## src/rtl/debug_bus_router.sv

```systemverilog
// Debug bus router: decodes the top address bits of a debug read, forwards it to one slot and
// always returns a response to the master (slave data, or ERR_DATA on unmapped/stale/timeout).
module debug_bus_router #(
    parameter int unsigned SEL_BITS = 2,
    localparam int unsigned NSLAVE = 2 ** SEL_BITS,
    parameter logic [NSLAVE-1:0] SLAVE_MASK = 4'b0001,
    parameter logic [15:0] TIMEOUT = 16'd1000,
    parameter logic [63:0] ERR_DATA = 64'hDEAD_BEEF_DEAD_BEEF
) (
    input  logic                   clk,
    input  logic                   rst,
    input  logic [7:0]             m_addr,
    input  logic                   m_start,
    output logic [63:0]            m_data,
    output logic                   m_available,
    input  logic                   m_accepted,
    output logic [7:0]             s_addr,
    output logic [NSLAVE-1:0]      s_start,
    input  logic [64*NSLAVE-1:0]   s_data,
    input  logic [NSLAVE-1:0]      s_available,
    output logic [NSLAVE-1:0]      s_accepted,
    output logic                   busy,
    output logic [7:0]             timeout_count,
    output logic [1:0]             dbg_state
);

    // Handshakes: m_start / s_start / s_accepted are single-cycle pulses. s_available[i] is held
    // by slot i until it sees s_accepted[i]; m_available is held until the master pulses
    // m_accepted, which is only honoured in RESP.
    typedef enum logic [1:0] {
        ST_IDLE = 2'd0,
        ST_WAIT = 2'd1,
        ST_RESP = 2'd2
    } state_t;

    state_t                state_q, state_d;
    logic [SEL_BITS-1:0]   sel_q, sel_d;
    logic [7:0]            addr_q, addr_d;
    logic [63:0]           m_data_q, m_data_d;
    logic [15:0]           cnt_q, cnt_d;
    logic [NSLAVE-1:0]     start_q, start_d;
    logic [NSLAVE-1:0]     acc_q, acc_d;
    logic [NSLAVE-1:0]     stale_q, stale_d;
    logic [7:0]            tcnt_q, tcnt_d;

    logic [SEL_BITS-1:0]   req_sel;
    logic [63:0]           slot_data;

    assign req_sel   = m_addr[7 -: SEL_BITS];
    assign slot_data = s_data[{sel_q, 6'd0} +: 64];

    always_ff @(posedge clk or posedge rst) begin
        if (rst) begin
            state_q  <= ST_IDLE;
            sel_q    <= '0;
            addr_q   <= '0;
            m_data_q <= '0;
            cnt_q    <= '0;
            start_q  <= '0;
            acc_q    <= '0;
            stale_q  <= '0;
            tcnt_q   <= '0;
        end else begin
            state_q  <= state_d;
            sel_q    <= sel_d;
            addr_q   <= addr_d;
            m_data_q <= m_data_d;
            cnt_q    <= cnt_d;
            start_q  <= start_d;
            acc_q    <= acc_d;
            stale_q  <= stale_d;
            tcnt_q   <= tcnt_d;
        end
    end

    always_comb begin
        state_d  = state_q;
        sel_d    = sel_q;
        addr_d   = addr_q;
        m_data_d = m_data_q;
        cnt_d    = cnt_q;
        start_d  = '0;
        // A stale slot that finally answers is acknowledged and forgotten, whatever the state.
        acc_d    = stale_q & s_available;
        stale_d  = stale_q & ~s_available;
        tcnt_d   = tcnt_q;

        case (state_q)
            ST_IDLE: begin
                if (m_start) begin
                    if (SLAVE_MASK[req_sel] && !stale_q[req_sel]) begin
                        addr_d           = m_addr;
                        sel_d            = req_sel;
                        start_d[req_sel] = 1'b1;
                        cnt_d            = TIMEOUT;
                        state_d          = ST_WAIT;
                    end else begin
                        m_data_d = ERR_DATA;
                        state_d  = ST_RESP;
                    end
                end
            end
            ST_WAIT: begin
                // Checked before expiry so a response in the final cycle still wins.
                if (s_available[sel_q]) begin
                    m_data_d     = slot_data;
                    acc_d[sel_q] = 1'b1;
                    state_d      = ST_RESP;
                end else if (cnt_q == 16'd1) begin
                    m_data_d       = ERR_DATA;
                    stale_d[sel_q] = 1'b1;
                    if (tcnt_q != 8'hFF) begin
                        tcnt_d = tcnt_q + 8'd1;
                    end
                    state_d = ST_RESP;
                end else begin
                    cnt_d = cnt_q - 16'd1;
                end
            end
            ST_RESP: begin
                if (m_accepted) begin
                    state_d = ST_IDLE;
                end
            end
            default: begin
                state_d = ST_IDLE;
            end
        endcase
    end

    assign m_data        = m_data_q;
    assign m_available   = (state_q == ST_RESP);
    assign s_addr        = addr_q;
    assign s_start       = start_q;
    assign s_accepted    = acc_q;
    assign busy          = (state_q != ST_IDLE);
    assign timeout_count = tcnt_q;
    assign dbg_state     = state_q;

endmodule

```

## config.mk

```make
export PLATFORM = sky130hd
export DESIGN_NAME = debug_bus_router
export DESIGN_NICKNAME = d
export VERILOG_FILES = /design/src/rtl/debug_bus_router.sv
export SDC_FILE = /design/constraint.sdc
export NUM_CORES = 1
export LEC_CHECK = 0
export ABC_AREA = 1
export CAP_MARGIN = 40
export CORE_AREA = 2 2 143 145
export DETAILED_ROUTE_END_ITERATION = 6
export DIE_AREA = 0 0 145 147
export GPL_TIMING_DRIVEN = 0
export HOLD_SLACK_MARGIN = 0.06
export PLACE_DENSITY_LB_ADDON = 0.15
export SYNTH_ARGS = -nofsm -noshare
export SYNTH_HDL_FRONTEND = slang
export SYNTH_SLANG_ARGS = --single-unit
```

## constraint.sdc

```tcl
create_clock -name clk -period 4.45 [get_ports clk]
set_input_delay 0.445 -clock clk [delete_from_list [all_inputs] [get_ports clk]]
set_output_delay 0.445 -clock clk [all_outputs]
set_load 0.02 [all_outputs]
```

==> run metrics <==
status=completed; Slew Limit Fails=0; mean post-synth cell area=6.26 um^2; Worst-path clk slew=80 ps; DR iter-0 viols=345; top fanout value on the critical path=10; post-synthesis adder-cell area fraction=0.00543; library cells used by synthesis=30; post-CTS sizing=0; WP data required=4750 ps; Max Root-Sink Buffers=2; Worst setup startpoint=sel_q[0]; Remaining Overflow, GRT=0; RSZ-0062 raised after global routing=false; Die Y=147 um; Slew Limit Headroom=0.544; fin crit share=0.494; share of cells above drive strength 1=0.0430; synth top area cells=dfrtp_1, nand2_1, nand3_1; Seq/Total Area, Yosys=0.398; I/O pins=364; GRT Overall Usage=0.265; critical path arrival=2500 ps; Routed WL per cell=16.0 um; Synth top area share=0.398; CTS Buf Count=9; EDFF count, synth=0; Core ar.=19800 um^2; Pre-antenna DRT Iters=5; largest family of logic cells by synthesized area=simple AND/OR/NAND/NOR gates; clk_lat worst skew=360 ps; Crit. End Element=flip-flop; Final Critical Period=2200 ps; Worst-Margin Slew=684 ps; R2R setup slack=2250 ps; Post-Synth XOR/XNOR Area=0.00887; CTS tree=built; MaxCap Viol Count=0; DRC=0; Post-Syn Area=6910 um^2; CTS Root Cell=clkbuf_16; Routed WL=28.1 mm; capture point of the worst reg-to-reg path=m_data[40]; NumNets Final=1757; Setup Viol. Count Final=0; Placement Cell Area=10900 um^2; Synth Area in Compound Gates=0.0268; fmax=455 MHz; final hold violations=0; Synth area leader=dfrtp_1; vias in the first global route=8149; Crit Reg-Reg Startpoint=sel_q[0]; Layout area overhead=62.7%; hpwl dp=22.5 mm; largest net degree at the start of global routing=67; clock skew after layout=10.6 ps; routability-driven placement congestion ratio=0.906; post-CTS setup buffers=0; Simple-Gate Fraction of Synth Area=0.496; Synth Register Bits=110; Post-synth ARST share=1.00; initial core utilization=0.348; crit path capture=m_data[40]; row count=52; first-pass GRT wire length=43.9 mm; Via Count=8178; Via density=4.65; Clock H-tree levels=3; Syn Inst Count=1105; maximum vdd drop=0.205 mV; worst hold margin=463 ps; mux share of post-synthesis cell area=0; fin area=11200 um^2; antenna-violating nets left=0; most frequent cell after synthesis=nand2_1; I/O Buffers=363; Hold-fix buffers, CTS=0; antenna violations before repair=3; Yosys warnings=0; Worst Reg-to-Reg Cells=7; DIE AREA=21300 um^2; clk sinks=110; startpoint types=flip-flop; ys flop type=dfrtp_1; pwr dens=470 nW/um^2; Hold WC Path Type=in -> async; synth cell count leaders=nand2_1, dfrtp_1, nand3_1; die width=145 um; WS Path Type=reg -> reg; Static Leak=0.00542 uW
[placed cells by master (no fill, tap or decap), drive strengths merged, types with 2 or more instances in the layout]
| cell type | n |
|---|---|
| nand2 | 645 |
| ha | 3 |
| clkinv | 4 |
| nor2 | 99 |
| xor2 | 3 |
| buf | 42 |
| nand4 | 4 |
| clkdlybuf4s50 | 363 |
| nand3 | 108 |
| nand3b | 2 |
| conb | 3 |
| a22oi | 16 |
| o21ai | 10 |
| nor3 | 2 |
| clkbuf | 26 |
| inv | 38 |
| dfrtp | 110 |
| xnor2 | 4 |
| diode | 3 |
[worst max-delay path: stages (launching register included)]
cell and delay, ps:
dfrtp_1 470, nor2_1 400, buf_2 370, buf_1 470, a22oi_1 200, nand3_1 110
nand2_1 50, nand2_1 60
[cells by family (layout without fill, tap and decap cells)]
family	after synthesis	after routing
other	1	6
XOR/XNOR	7	7
AO/OA/AOI/OAI	28	28
flip-flops	110	110
adder cells (fa/ha/maj)	3	3
AND/OR/NAND/NOR	862	862
buffers and inverters	94	474
[worst min-delay path by stage]
stage / cells past startpoint / slack (ps) / from / to
final: 2 / 460 / rst / s_start[2]
after global routing: 2 / 490 / m_data[52] / m_data[52]
after CTS: 2 / 480 / m_data[52] / m_data[52]
after detailed placement: 2 / 460 / m_data[52] / m_data[52]
after global placement: 2 / 450 / m_data[29] / m_data[29]
after floorplan: 2 / 450 / stale_q[2] / s_accepted[2]
[per-layer routing]
| layer | global-route usage | share of wire | wire (um) |
|---|---|---|---|
| met1 | 0.311 | 0.40 | 11200 |
| met2 | 0.457 | 0.49 | 13900 |
| met3 | 0.0748 | 0.069 | 1940 |
| met4 | 0.113 | 0.037 | 1050 |
| met5 | 0 | 0 | 0 |
[final cells by class]
cell class	count	area (um^2)
fillers	1993	8600
multi-input cells	903	3730
repair buffers	364	3660
flip-flops and latches	110	2750
well taps	270	338
plain buffers	58	305
clock buffers	9	225
inverters	36	140
clock inverters	7	87.6
diodes	3	7.51
[sequential cells by signal (all words and copies together) (netlist names)]
signal and cells:
dbg_state 2, stale_q 4, s_start 4, sel_q 2
s_addr 6, m_data 64, s_accepted 4, timeout_count 8
cnt_q 16
[through the flow]
step	std cells	worst slack [ps]	setup TNS [ps]	utilization	power (uW)
after floorplan	1107	1100	0	-	3080
after global placement	1740	-739	-80400	0.549	4420
after detailed placement	1741	2130	0	0.551	4440
after CTS	1757	2230	0	0.566	5320
after global routing	1759	2070	0	0.567	5660
final	1760	2250	0	0.567	5280
[where the power goes]
| part | internal, uW | switching (uW) |
|---|---|---|
| Sequential | 1340 | 245 |
| Combinational | 1220 | 1610 |
| Clock | 452 | 412 |
No activity file was read; power rests on OpenSTA's default activity.
